### src/rtl/adc_lvds_pkg.sv
// Shared encodings and PRBS-7 helpers for the ADC LVDS framing blocks.
package adc_lvds_pkg;

    typedef enum logic [1:0] {
        MODE_DATA  = 2'd0,
        MODE_FIXED = 2'd1,
        MODE_RAMP  = 2'd2,
        MODE_PRBS  = 2'd3
    } mode_e;

    typedef enum logic [1:0] {
        ST_IDLE = 2'd0,
        ST_SYNC = 2'd1,
        ST_RUN  = 2'd2
    } state_e;

    localparam logic [7:0] TRAIN_WORD = 8'hF0;
    localparam logic [7:0] IDLE_WORD  = 8'h00;

    // x^7 + x^6 + 1: feedback is the XOR of state bits 6 and 5
    localparam int unsigned PRBS_TAP_HI = 6;
    localparam int unsigned PRBS_TAP_LO = 5;
    // All-zero is the LFSR lockup state, so a zero seed is substituted
    localparam logic [6:0] PRBS_ZERO_SEED_SUB = 7'h7F;

    // Advance the LFSR eight steps; returns {next_state, word}.
    // Each step's freshly generated bit is the output bit, first bit at MSB.
    function automatic logic [14:0] prbs7_advance8(input logic [6:0] state);
        logic [6:0] s;
        logic [7:0] w;
        logic       fb;
        s = state;
        w = '0;
        for (int k = 0; k < 8; k++) begin
            fb       = s[PRBS_TAP_HI] ^ s[PRBS_TAP_LO];
            w[7 - k] = fb;
            s        = {s[5:0], fb};
        end
        return {s, w};
    endfunction

endpackage

### src/rtl/prbs7_byte_gen.sv
// PRBS-7 byte generator: holds the LFSR and presents the next 8 output bits.
module prbs7_byte_gen
    import adc_lvds_pkg::*;
#(
    parameter logic [6:0] SEED = 7'h5A
) (
    input  logic       clk,
    input  logic       rst_n,
    input  logic       advance,
    output logic [7:0] data_byte
);

    localparam logic [6:0] INIT = (SEED == 7'h00) ? PRBS_ZERO_SEED_SUB : SEED;

    logic [6:0] lfsr_q;
    logic [6:0] lfsr_d;

    // Byte for this cycle and the LFSR state eight steps ahead
    always_comb begin
        {lfsr_d, data_byte} = prbs7_advance8(lfsr_q);
    end

    // LFSR only moves when its byte is consumed
    always_ff @(posedge clk or negedge rst_n) begin
        if (!rst_n) begin
            lfsr_q <= INIT;
        end else if (advance) begin
            lfsr_q <= lfsr_d;
        end
    end

endmodule

### src/rtl/adc_lvds_tx_framer.sv
// Transmit framer: training, test patterns and user data onto per-lane words.
module adc_lvds_tx_framer
    import adc_lvds_pkg::*;
#(
    parameter int unsigned LANES     = 8,
    parameter int unsigned SYNC_LEN  = 16,
    parameter logic [6:0]  PRBS_SEED = 7'h5A
) (
    input  logic                 clk,
    input  logic                 rst_n,
    input  logic                 enable,
    input  logic [1:0]           mode,
    input  logic [7:0]           fixed_pattern,
    input  logic [LANES*8-1:0]   s_data,
    input  logic                 s_valid,
    output logic                 s_ready,
    output logic [LANES*8-1:0]   lane_words,
    output logic [7:0]           frame_word,
    output logic                 tx_active,
    output logic                 sync_done,
    output logic [15:0]          underflow_cnt
);

    localparam logic [7:0] SYNC_LAST = 8'(SYNC_LEN - 1);

    state_e             state;
    logic [7:0]         sync_cnt;
    logic [7:0]         ramp_cnt;
    logic [7:0]         prbs_word;
    logic               prbs_advance;
    logic               in_run;
    mode_e              mode_sel;
    logic [LANES*8-1:0] run_words;

    assign mode_sel     = mode_e'(mode);
    assign in_run       = (state == ST_RUN);
    // Handshake is combinational on mode so a mode change acts the same cycle
    assign s_ready      = in_run && (mode_sel == MODE_DATA);
    assign prbs_advance = in_run && (mode_sel == MODE_PRBS);

    prbs7_byte_gen #(
        .SEED (PRBS_SEED)
    ) u_prbs (
        .clk       (clk),
        .rst_n     (rst_n),
        .advance   (prbs_advance),
        .data_byte (prbs_word)
    );

    // Lane content selected while in RUN
    always_comb begin
        run_words = '0;
        case (mode_sel)
            MODE_DATA: begin
                run_words = s_valid ? s_data : {LANES{IDLE_WORD}};
            end
            MODE_FIXED: begin
                for (int i = 0; i < LANES; i++) run_words[8*i +: 8] = fixed_pattern;
            end
            MODE_RAMP: begin
                for (int i = 0; i < LANES; i++) run_words[8*i +: 8] = ramp_cnt + 8'(i);
            end
            MODE_PRBS: begin
                for (int i = 0; i < LANES; i++) run_words[8*i +: 8] = prbs_word;
            end
            default: run_words = '0;
        endcase
    end

    // Link FSM; status flags are registered with the words they describe
    always_ff @(posedge clk or negedge rst_n) begin
        if (!rst_n) begin
            state         <= ST_IDLE;
            sync_cnt      <= '0;
            ramp_cnt      <= '0;
            lane_words    <= '0;
            frame_word    <= '0;
            tx_active     <= 1'b0;
            sync_done     <= 1'b0;
            underflow_cnt <= '0;
        end else begin
            case (state)
                ST_IDLE: begin
                    lane_words <= {LANES{IDLE_WORD}};
                    frame_word <= IDLE_WORD;
                    tx_active  <= 1'b0;
                    sync_done  <= 1'b0;
                    sync_cnt   <= '0;
                    if (enable) state <= ST_SYNC;
                end
                ST_SYNC: begin
                    lane_words <= {LANES{TRAIN_WORD}};
                    frame_word <= TRAIN_WORD;
                    tx_active  <= 1'b1;
                    sync_done  <= 1'b0;
                    sync_cnt   <= sync_cnt + 8'd1;
                    if (!enable) begin
                        state <= ST_IDLE;
                    end else if (sync_cnt == SYNC_LAST) begin
                        state <= ST_RUN;
                    end
                end
                ST_RUN: begin
                    lane_words <= run_words;
                    frame_word <= TRAIN_WORD;
                    tx_active  <= 1'b1;
                    sync_done  <= 1'b1;
                    if (mode_sel == MODE_RAMP) ramp_cnt <= ramp_cnt + 8'd1;
                    if ((mode_sel == MODE_DATA) && !s_valid && (underflow_cnt != 16'hFFFF)) begin
                        underflow_cnt <= underflow_cnt + 16'd1;
                    end
                    if (!enable) state <= ST_IDLE;
                end
                default: state <= ST_IDLE;
            endcase
        end
    end

endmodule
### config.mk
export PLATFORM = sky130hd
export DESIGN_NAME = adc_lvds_tx_framer
export DESIGN_NICKNAME = d
export VERILOG_FILES = /design/src/rtl/adc_lvds_pkg.sv /design/src/rtl/prbs7_byte_gen.sv /design/src/rtl/adc_lvds_tx_framer.sv
export SDC_FILE = /design/constraint.sdc
export NUM_CORES = 1
export LEC_CHECK = 0
export ABC_AREA = 1
export CAP_MARGIN = 20
export CORE_ASPECT_RATIO = 2
export CORE_MARGIN = 4
export CORE_UTILIZATION = 46
export CTS_BUF_LIST = sky130_fd_sc_hd__clkbuf_16
export DETAILED_ROUTE_END_ITERATION = 16
export GPL_ROUTABILITY_DRIVEN = 1
export MAX_ROUTING_LAYER = met4
export PLACE_DENSITY_LB_ADDON = 0.25
export SETUP_SLACK_MARGIN = 0.15
export SLEW_MARGIN = 20
export SYNTH_ARGS = -nofsm -noshare
export SYNTH_HDL_FRONTEND = slang
export SYNTH_HIERARCHICAL = 1
export SYNTH_SLANG_ARGS = --single-unit
export TNS_END_PERCENT = 100
### constraint.sdc
create_clock -name clk -period 1.7 [get_ports clk]
set_input_delay 0.17 -clock clk [delete_from_list [all_inputs] [get_ports clk]]
set_output_delay 0.17 -clock clk [all_outputs]
set_load 0.01 [all_outputs]
Word-level counts from Yosys, hierarchy flattened
Index checks and enable logic that the tools add are counted.

Reduce and logical (&&, ||, !) cells: 16. Bitwise logic cells: 8. Muxes and demuxes: 12. Add/subtract/negate cells: 9. Equality and inequality tests: 10.

Operator list (count): $pmux W64 S4 (1); $pmux W64 S3 (1); $mux W64 (1); $add A8 B3 Y8 const B (4); $pmux W8 S2 (2); $add A16 B1 Y16 const B (1); $add A8 B1 Y8 const B (2); $add A8 B2 Y8 const B (2); $ne A16 B16 Y1 const B (1); $eq A8 B4 Y1 const B (1); $mux W2 (4); $xor A1 B1 Y1 (8); $eq A2 B2 Y1 const B (3); $pmux W2 S3 (1); $reduce_bool A2 Y1 (3); $eq A2 B1 Y1 const B (2); $logic_and A1 B1 Y1 (4); $logic_not A2 Y1 (2); $ne A2 B2 Y1 const B (2); $pmux W1 S2 (2); $reduce_and A2 Y1 (2); $reduce_or A2 Y1 (2); $ne A3 B3 Y1 const B (1); $reduce_and A3 Y1 (1); other kinds (2) (2).

Input bits: 78. Output and inout port bits: 91. Register bits after elaboration: 115. Word-level logic and storage cells: 64.

Depth between registers and ports, before layout
Gate-level depths: netlist of run 1.

Depth after elaboration: 4. Mapped depth: 12.

Cells and area by module
The synthesis of run 1 kept the hierarchy.

By module, submodules not included: adc_lvds_tx_framer (cells each 955, instances 1, area each 6424.9 µm²); prbs7_byte_gen (cells each 53, instances 1, area each 399.1 µm²).

Worst setup path after synthesis of run 1
OpenSTA, ideal clock, no wires.

Path type: register to register. Start point: register ramp_cnt[2]. End point: register lane_words[54]. Cell stages (with the launch flop): 11. Library setup time: 0.117 ns. Buffers on the path: 1. Arrival: 1.539 ns. Clock period less this slack: 1.656 ns. Setup slack: 0.044 ns. Cell sequence: dfrtp_1 buf_2 inv_1 ha_1 nand2_1 o21ai_0 nand3_1 nand3_1 nand2_1 nand2_1 nand2_1.

Cells in the longest elaborated chain, start to end: 3.

RTL lines: from (decl) (RTL line adc_lvds_tx_framer.sv:28) `logic [7:0] ramp_cnt;`; from (signal assigned) (RTL line adc_lvds_tx_framer.sv:108) `if (mode_sel == MODE_RAMP) ramp_cnt <= ramp_cnt + 8'd1;`; $add A8 B3 Y8 (RTL line adc_lvds_tx_framer.sv:61) `for (int i = 0; i < LANES; i++) run_words[8*i +: 8] = ramp_cnt + 8'(i);`; $pmux W64 S4 (RTL line adc_lvds_tx_framer.sv:53) `case (mode_sel)`; $pmux W64 S3 (RTL line adc_lvds_tx_framer.sv:82) `case (state)`; to (signal assigned) (RTL line adc_lvds_tx_framer.sv:84) `lane_words <= {LANES{IDLE_WORD}};`; to (signal assigned) (RTL line adc_lvds_tx_framer.sv:92) `lane_words <= {LANES{TRAIN_WORD}};`; to (signal assigned) (RTL line adc_lvds_tx_framer.sv:104) `lane_words <= run_words;`; to (decl) (RTL line adc_lvds_tx_framer.sv:17) `output logic [LANES*8-1:0] lane_words,`.

No other way between the ends. A chain may end at the register's enable or synchronous reset.

Final worst setup path of run 1
Start point: register ramp_cnt[1]. End point: register lane_words[53].

Same word-level chain as after synthesis.

==> run summary, run 1 <==
Outcome: finished with violations
Violated checks: negative setup slack
Number of clock sinks: 107
Initial antenna violation count: 1
Wire length of the first global-routing pass: 39.41 mm
Number of rows in the core area: 62
Most common flop cell mapped by yosys: sky130_fd_sc_hd__dfrtp_1
Area of the core region: 14430 µm²
Area share of the largest cell type after synthesis: 37.77%
Final setup fails: 6
Critical Setup Path Class: flip-flop to flip-flop
Area used by multi-input combinational logic: 4638 µm²
Die outline height: 180.3 µm
Number of placed instances, taps included: 1416
Maxcap violations: 0
Maximum number of pins on one net before global-route repair: 68
Clk root buf: sky130_fd_sc_hd__clkbuf_16
Count of yosys warnings during synthesis: 6
Cell taking the most area after synthesis: sky130_fd_sc_hd__dfrtp_1
Grt met2 use: 54.69%
Clock tree from TritonCTS: built
Sequential cell area fraction in the yosys report: 39.31%
Number of ports placed on the die boundary: 169
Critical Path Sink Type: flip-flop
Pre-CTS setup slack: -0.2681 ns
CP max FO: 6
Fraction of final layout cells with drive strength greater than 1: 31.36%
Total of flip-flops plus latches after synthesis: 107
Post-route worst setup slack: -0.1488 ns
First-iteration detailed-routing DRC count: 630
Clock-pin transition on the worst setup and hold timing paths: 0.08 ns
Crit path time final: 1.849 ns
Maximum operating frequency: 540.9 MHz
Overall routed net length: 28.97 mm
Cell at the slowest stage of the critical path: sky130_fd_sc_hd__dfrtp_2
Reg-to-Reg End: lane_words[53]
Final global-route overflow total: 0
Busiest layer in global routing: met2
Worst Skew: 0.01217 ns
Met3 routing resource usage after global routing: 3.134%
Startpoint of the worst-slack reg-to-reg timing path: ramp_cnt[1]
Post-detailed-route wirelength per cell: 19.60 µm
Overall die area: 16970 µm²
Number of global-route vias before repair: 7906
Max Slew Vio Count: 0
Nature of the critical path startpoint: flip-flop
Highest ir drop seen on vdd: 749.2 µV
Worst-path cell chain: clkinvlp_4, buf_6, ha_4, nor2_2, nand2_1, nand3_1, nand2_1, a21oi_1, o21ai_1
Skew-Pair Late Insertion Delay: 0.36 ns
Number of synthesized flops with an enable pin: 0
Number of clock buffers inserted by TritonCTS: 9
Die X: 94.13 µm
Leading cell types by total area after synthesis: sky130_fd_sc_hd__dfrtp_1 38%, sky130_fd_sc_hd__nand2_1 24%, sky130_fd_sc_hd__nand3_1 5.8%
Met1 track utilization from global routing: 30.67%
Hold crit path type: input pin to asynchronous set/reset pin
Slowest Stage Delay on Critical Path: 0.40 ns
Number of nets in the finished design: 1376
Setup TNS: -0.4805 ns
Cell Count, Final, Fillers Out: 1478
DP Area: 9360 µm²
Number of fillers in the final layout: 937
Average vias per placed instance: 5.604
Fraction of the cycle the final worst path needs: 108.8%
All-layer global routing usage: 30.27%
Per-instance average area after synthesis: 6.770 µm²
Detailed Place HPWL: 18.55 mm
Leakage Power: 5.400 nW
Cell Area, Synth: 6824 µm²
Number of input and output port buffers inserted: 164
Buffers from clock root to sink, at most: 2
GP Congestion: 1.022
Area of all placed cells without fillers: 11330 µm²
Unrepaired setup endpoints after global routing: yes
Dominant cell type by count on the critical path: sky130_fd_sc_hd__nand2_1
Data required, critical path: 1.92 ns
Via count: 8282
Final-report hold violation count: 0
Number of distinct library cells after synthesis: 37
Area growth from synthesis to layout: 66.10%
Number of remaining DRC errors: 0
Power per standard cell area: 1381 nW/µm²
CTS H-Tree Depth: 3
Reg-to-reg slack, setup: -0.15 ns
Post-Syn Instances: 1008
First drt pass iteration count: 5
Post-Route Utilization: 78.56%
Proportion of register bits with asynchronous set or reset after synthesis: 100.0%
Initial core utilization: 47.29%
Number of nets still failing antenna checks after routing: 0
Worst Reg-to-Reg Cells: 9
Arrival time at the worst endpoint: 2.07 ns
Combined flip-flop and latch cell area: 2694 µm²
-- sequential cells by signal (all words and copies together), names as in the netlist --
| register | count |
|---|---|
| frame_word | 1 |
| lane_words | 64 |
| ramp_cnt | 8 |
| state | 2 |
| sync_cnt | 8 |
| sync_done | 1 |
| u_prbs/lfsr_q | 7 |
| underflow_cnt | 16 |
-- synth_stat cells, types with 2 or more instances --
library cell and instances:
sky130_fd_sc_hd__and2_1 2, sky130_fd_sc_hd__buf_4 12, sky130_fd_sc_hd__inv_1 57, sky130_fd_sc_hd__a21oi_1 59, sky130_fd_sc_hd__o21ai_1 27, sky130_fd_sc_hd__o21ai_2 2, sky130_fd_sc_hd__clkbuf_1 19, sky130_fd_sc_hd__nand3_1 79
sky130_fd_sc_hd__o211ai_1 2, sky130_fd_sc_hd__ha_1 18, sky130_fd_sc_hd__nand4_1 6, sky130_fd_sc_hd__buf_6 2, sky130_fd_sc_hd__xnor2_1 7, sky130_fd_sc_hd__nand2_2 7, sky130_fd_sc_hd__nor3_1 5, sky130_fd_sc_hd__xor2_1 12
sky130_fd_sc_hd__dfstp_2 4, sky130_fd_sc_hd__o21ai_0 63, sky130_fd_sc_hd__buf_1 6, sky130_fd_sc_hd__nand3b_1 2, sky130_fd_sc_hd__dfrtp_1 103, sky130_fd_sc_hd__nor2_2 7, sky130_fd_sc_hd__inv_2 13, sky130_fd_sc_hd__nor2_1 34
sky130_fd_sc_hd__buf_2 18, sky130_fd_sc_hd__nand2_1 431
-- through the flow --
step	hold slack [ns]	power, mW
after floorplan	-0.1256	7.031
after global placement	0.1565	10.23
after detailed placement	0.1596	10.35
after CTS	0.2552	13.17
after global routing	0.3508	16.37
final	0.3185	15.65
-- critical path, delay by kind of cell, from the launching register on --
family                   cells  cell delay (ns)
AO/OA/AOI/OAI                2             0.28
adder cells (fa/ha/maj)      1             0.17
buffers and inverters        2             0.46
flip-flops                   1             0.40
AND/OR/NAND/NOR              4             0.41
-- kinds of logic (layout without fill, tap and decap cells) --
family / Yosys count / in the layout / synth area share, %
other cells: 1 / 5 / 0.05495
xor+xnor: 19 / 19 / 2.439
compound gates: 160 / 160 / 12.36
buf+inv: 128 / 402 / 8.251
flops: 107 / 107 / 39.31
fa+ha+maj: 18 / 18 / 3.300
simple gates: 575 / 575 / 34.29
-- worst max path at each step --
stage	from	endpoint	slack (ns)
after floorplan	underflow_cnt[1]	underflow_cnt[4]	0.15
after global placement	mode[1]	lane_words[51]	-0.21
after detailed placement	mode[1]	lane_words[51]	-0.27
after CTS	u_prbs/lfsr_q[4]	lane_words[56]	0.08
after global routing	ramp_cnt[1]	lane_words[53]	-0.16
final	ramp_cnt[1]	lane_words[53]	-0.15
-- layout make-up --
type,count,area share (%)
multi-input cells,776,40.92
repair buffers,315,27.82
flip-flops and latches,107,23.77
inverters,71,2.903
well taps,192,2.119
clock buffers,9,1.987
clock inverters,7,0.4636
diodes,1,0.02208
-- per-layer routing --
layer / share of wire (%) / routed length [µm]
met2: 53 / 15390
met4: 9.2 / 2660
met5: 0 / 0
met1: 32 / 9360
met3: 5.4 / 1557
-- power breakdown --
group / leakage (nW) / switching [mW] / internal (mW)
Sequential: 1.41 / 0.636 / 3.23
Combinational: 3.86 / 5.25 / 4.48
Clock: 0.131 / 1.04 / 1.01
-- timing repair --
item | in CTS | in global routing
gates cloned | 1 | 6
endpoints found under the hold margin | 24 | 0
endpoints found under the setup margin | 93 | 108
setup buffers | 16 | 21
hold buffers | 1 | 0
gates resized for setup | 128 | 224
pin swaps | 25 | 71
-- placed cells by master, fill, tap and decap left out, types with 9 or more instances in the layout --
| cell type | n |
|---|---|
| sky130_fd_sc_hd__nand2_1 | 368 |
| sky130_fd_sc_hd__clkdlybuf4s50_1 | 153 |
| sky130_fd_sc_hd__buf_4 | 103 |
| sky130_fd_sc_hd__dfrtp_1 | 94 |
| sky130_fd_sc_hd__nand2_2 | 46 |
| sky130_fd_sc_hd__a21oi_1 | 46 |
| sky130_fd_sc_hd__nand3_1 | 42 |
| sky130_fd_sc_hd__inv_1 | 41 |
| sky130_fd_sc_hd__o21ai_1 | 36 |
| sky130_fd_sc_hd__o21ai_0 | 33 |
| sky130_fd_sc_hd__nand3_2 | 33 |
| sky130_fd_sc_hd__buf_6 | 30 |
| sky130_fd_sc_hd__nand2_4 | 22 |
| sky130_fd_sc_hd__nor2_1 | 22 |
| sky130_fd_sc_hd__inv_2 | 16 |
| sky130_fd_sc_hd__o21ai_2 | 15 |
| sky130_fd_sc_hd__a21oi_2 | 13 |
| sky130_fd_sc_hd__ha_4 | 13 |
| sky130_fd_sc_hd__clkbuf_16 | 13 |
| sky130_fd_sc_hd__buf_12 | 13 |
| sky130_fd_sc_hd__nor2_4 | 12 |
| sky130_fd_sc_hd__xor2_1 | 9 |
| sky130_fd_sc_hd__dfrtp_2 | 9 |
(Power assumes the default switching activity.)
==> run 2: changes to the inputs <==
REMOVE_ABC_BUFFERS = 1   (was not set)
SKIP_CTS_REPAIR_TIMING = 1   (was not set)
==> run 2 against run 1 <==
Net effect: the flow now finishes without violations; sequential cell count stayed put; combinational power fell by 19%; wire length shrank 18%; clock-buffer cell count is the same; power fell by 10%; sequential share of layout area up 1.9 points; non-clock buffer count down 48; critical path type unchanged.
==> run summary, run 2 (synthesis results as in run 1) <==
Worst-path cell chain: inv_2, nand2_2, nand2_4, buf_6, nand2_4, nand2_8, clkinv_8, nand3_2, a21oi_2, o21ai_1 (was clkinvlp_4, buf_6, ha_4, nor2_2, nand2_1, nand3_1, nand2_1, a21oi_1, o21ai_1)
Critical Path Sink Type: flip-flop (unchanged)
Number of rows in the core area: 62 (unchanged)
Clk root buf: sky130_fd_sc_hd__clkbuf_16 (unchanged)
Crit path buffers/inverters: 3 (was 2)
Wire length of the first global-routing pass: 35.52 mm (was 39.41 mm)
Overall routed net length: 23.88 mm (was 28.97 mm)
Number of clock sinks: 107 (unchanged)
Die outline height: 180.3 µm (unchanged)
Largest registers in the final layout: lane_words: 64 flops, underflow_cnt: 16 flops (unchanged)
Number of clock buffers inserted by TritonCTS: 9 (unchanged)
Final worst hold slack: 0.2508 ns (was 0.3185 ns)
Maximum number of pins on one net before global-route repair: 68 (unchanged)
Cell type group with the largest total delay on the critical path: flip-flops (was buffers and inverters)
Initial core utilization: 47.29% (unchanged)
Combinational group share of total power: 55.8% (was 62.2%)
Largest register by flop count: lane_words (unchanged)
Number of global-route vias before repair: 7219 (was 7906)
Number of nets in the finished design: 1328 (was 1376)
Die X: 94.13 µm (unchanged)
Area of the core region: 14430 µm² (unchanged)
CP max FO: 7 (was 6)
Maximum operating frequency: 607.4 MHz (was 540.9 MHz)
Data required, critical path: 1.92 ns (about the same)
Most frequent cells in the layout: 388 x sky130_fd_sc_hd__nand2_1, 155 x sky130_fd_sc_hd__clkdlybuf4s50_1, 93 x sky130_fd_sc_hd__dfrtp_1 (was 368 x sky130_fd_sc_hd__nand2_1, 153 x sky130_fd_sc_hd__clkdlybuf4s50_1, 103 x sky130_fd_sc_hd__buf_4)
CTS H-Tree Depth: 3 (unchanged)
Switching power: 5.873 mW (was 6.928 mW)
All-layer global routing usage: 27.05% (was 30.27%)
Number of flip-flops in the largest register: 64 (unchanged)
Outcome: complete, no violations (was finished with violations)
Final global-route overflow total: 0 (unchanged)
Critical Path End: lane_words[30] (was lane_words[53])
Final setup fails: 0 (was 6)
Critical Setup Path Class: flip-flop to flip-flop (unchanged)
Fraction of final layout cells with drive strength greater than 1: 23.95% (was 31.36%)
Fraction of the cycle the final worst path needs: 96.84% (was 108.8%)
Final antenna diode count: 0 (was 1)
Detailed Place HPWL: 17.15 mm (was 18.55 mm)
Levels on crit path: 10 (was 9)
Post-route worst setup slack: 0.05367 ns (was -0.1488 ns)
Pre-CTS setup slack: -0.2725 ns (was -0.2681 ns)
Initial antenna violation count: 0 (was 1)
Leakage Power: 5.051 nW (was 5.400 nW)
Dominant cell type by count on the critical path: sky130_fd_sc_hd__nand2_4 (was sky130_fd_sc_hd__nand2_1)
First-iteration detailed-routing DRC count: 323 (was 630)
Number of ports placed on the die boundary: 169 (unchanged)
Worst slew slack as a fraction of its limit: 65.56%
Worst Skew: 0.008667 ns (was 0.01217 ns)
Overall die area: 16970 µm² (unchanged)
Post-detailed-route wirelength per cell: 16.73 µm (was 19.60 µm)
Highest ir drop seen on vdd: 762.2 µV (was 749.2 µV)
Cell at the slowest stage of the critical path: sky130_fd_sc_hd__dfstp_2 (was sky130_fd_sc_hd__dfrtp_2)
Clock tree from TritonCTS: built (unchanged)
Maxcap violations: 0 (unchanged)
Arrival time at the worst endpoint: 1.87 ns (was 2.07 ns)
Number of nets still failing antenna checks after routing: 0 (unchanged)
Average vias per placed instance: 5.286 (was 5.604)
Crit path time final: 1.646 ns (was 1.849 ns)
Area growth from synthesis to layout: 53.70% (was 66.10%)
Number of remaining DRC errors: 0 (unchanged)
Clock share of power: 16.7% (was 13.1%)
Final-report hold violation count: 0 (unchanged)
Measured slew at the worst slew-check pin: 0.5167 ns
Startpoint of the worst-slack reg-to-reg timing path: u_prbs/lfsr_q[4] (was ramp_cnt[1])
GP Congestion: 0.9912 (was 1.022)
Via count: 7549 (was 8282)
First drt pass iteration count: 6 (was 5)
Worst Reg-to-Reg Cells: 10 (was 9)
Skew-Pair Late Insertion Delay: 0.35 ns (was 0.36 ns)
Area of all placed cells without fillers: 10490 µm² (was 11330 µm²)
Power per standard cell area: 1339 nW/µm² (was 1381 nW/µm²)
Nature of the critical path startpoint: flip-flop (unchanged)
Hold crit path type: input pin to asynchronous set/reset pin (unchanged)
Internal: 8.175 mW (was 8.725 mW)
Reg-to-Reg End: lane_words[30] (was lane_words[53])
Launch point of the worst path: u_prbs/lfsr_q[4] (was ramp_cnt[1])
Clock-pin transition on the worst setup and hold timing paths: 0.07 ns (was 0.08 ns)
Most common library cell in the layout ignoring fill and taps: sky130_fd_sc_hd__nand2_1 (unchanged)
Buffers from clock root to sink, at most: 2 (unchanged)
Unrepaired setup endpoints after global routing: yes (unchanged)
Max Slew Vio Count: 0 (unchanged)
Register share of total power: 27.4% (was 24.7%)
Switching share of power: 41.80% (was 44.26%)
DP Area: 9086 µm² (was 9360 µm²)
Slowest Stage Delay on Critical Path: 0.61 ns (was 0.40 ns)
Reg-to-reg slack, setup: 0.05 ns (was -0.15 ns)
Number of input and output port buffers inserted: 164 (unchanged)
## run 2: cell types whose count changed in the layout (fill, tap and decap cells not counted), moves of 5 or more
cell,previous run,this run
sky130_fd_sc_hd__nand2_1,368,388
sky130_fd_sc_hd__o21ai_0,33,42
sky130_fd_sc_hd__nand2_2,46,36
sky130_fd_sc_hd__buf_6,30,14
sky130_fd_sc_hd__nand2_4,22,13
sky130_fd_sc_hd__ha_4,13,8
sky130_fd_sc_hd__o21ai_2,15,8
sky130_fd_sc_hd__nand3_2,33,19
sky130_fd_sc_hd__nor2_4,12,7
sky130_fd_sc_hd__buf_4,103,76
sky130_fd_sc_hd__inv_1,41,46
sky130_fd_sc_hd__nand3_1,42,58
## run 2: power groups by stage
stage	Combinational [mW]	Clock, mW	Sequential (mW)
after floorplan	2.79	0	3.99
final	7.85	2.35	3.85
after global placement	6.06	0	3.78
after detailed placement	6.12	0	3.78
after global routing	8.50	2.49	3.92
after CTS	6.18	2.38	3.75
## run 2: worst min path at each step
| stage | to | cells after the start |
|---|---|---|
| after global placement | lane_words[61] | 1 |
| after global routing | lane_words[61] | 2 |
| after CTS | lane_words[61] | 1 |
| final | lane_words[61] | 2 |
| after floorplan | frame_word[6] | 0 |
| after detailed placement | underflow_cnt[11] | 1 |
## run 2: stage by stage
step / TNS, ns / total power, mW / instances / util (%)
after floorplan: -85.27 / 6.779 / 954 / -
after global placement: -5.388 / 9.840 / 1385 / 62.97
after detailed placement: -7.320 / 9.903 / 1385 / 62.97
after CTS: -1.251 / 12.30 / 1400 / 65.27
after global routing: -0.02351 / 14.91 / 1428 / 72.69
final: 0 / 14.05 / 1428 / 72.69
## run 2: area by class of cell
| class | count | area, µm² |
|---|---|---|
| Sequential cell | 107 | 2695 |
| Timing Repair Buffer | 267 | 2653 |
| Clock inverter | 6 | 106.4 |
| Fill cell | 1193 | 3940 |
| Clock buffer | 9 | 225.2 |
| Tap cell | 192 | 240.2 |
| Inverter | 71 | 301.5 |
| Multi-Input combinational cell | 776 | 4268 |
## run 2: layer usage
layer / part of all wire, % / vias to the layer above / global-route usage, %
li1: - / 3648 / -
met1: 35 / 3561 / 27.59
met2: 56 / 261 / 50.16
met3: 3.4 / 79 / 2.674
met4: 5.6 / 0 / 12.73
met5: 0 / - / -
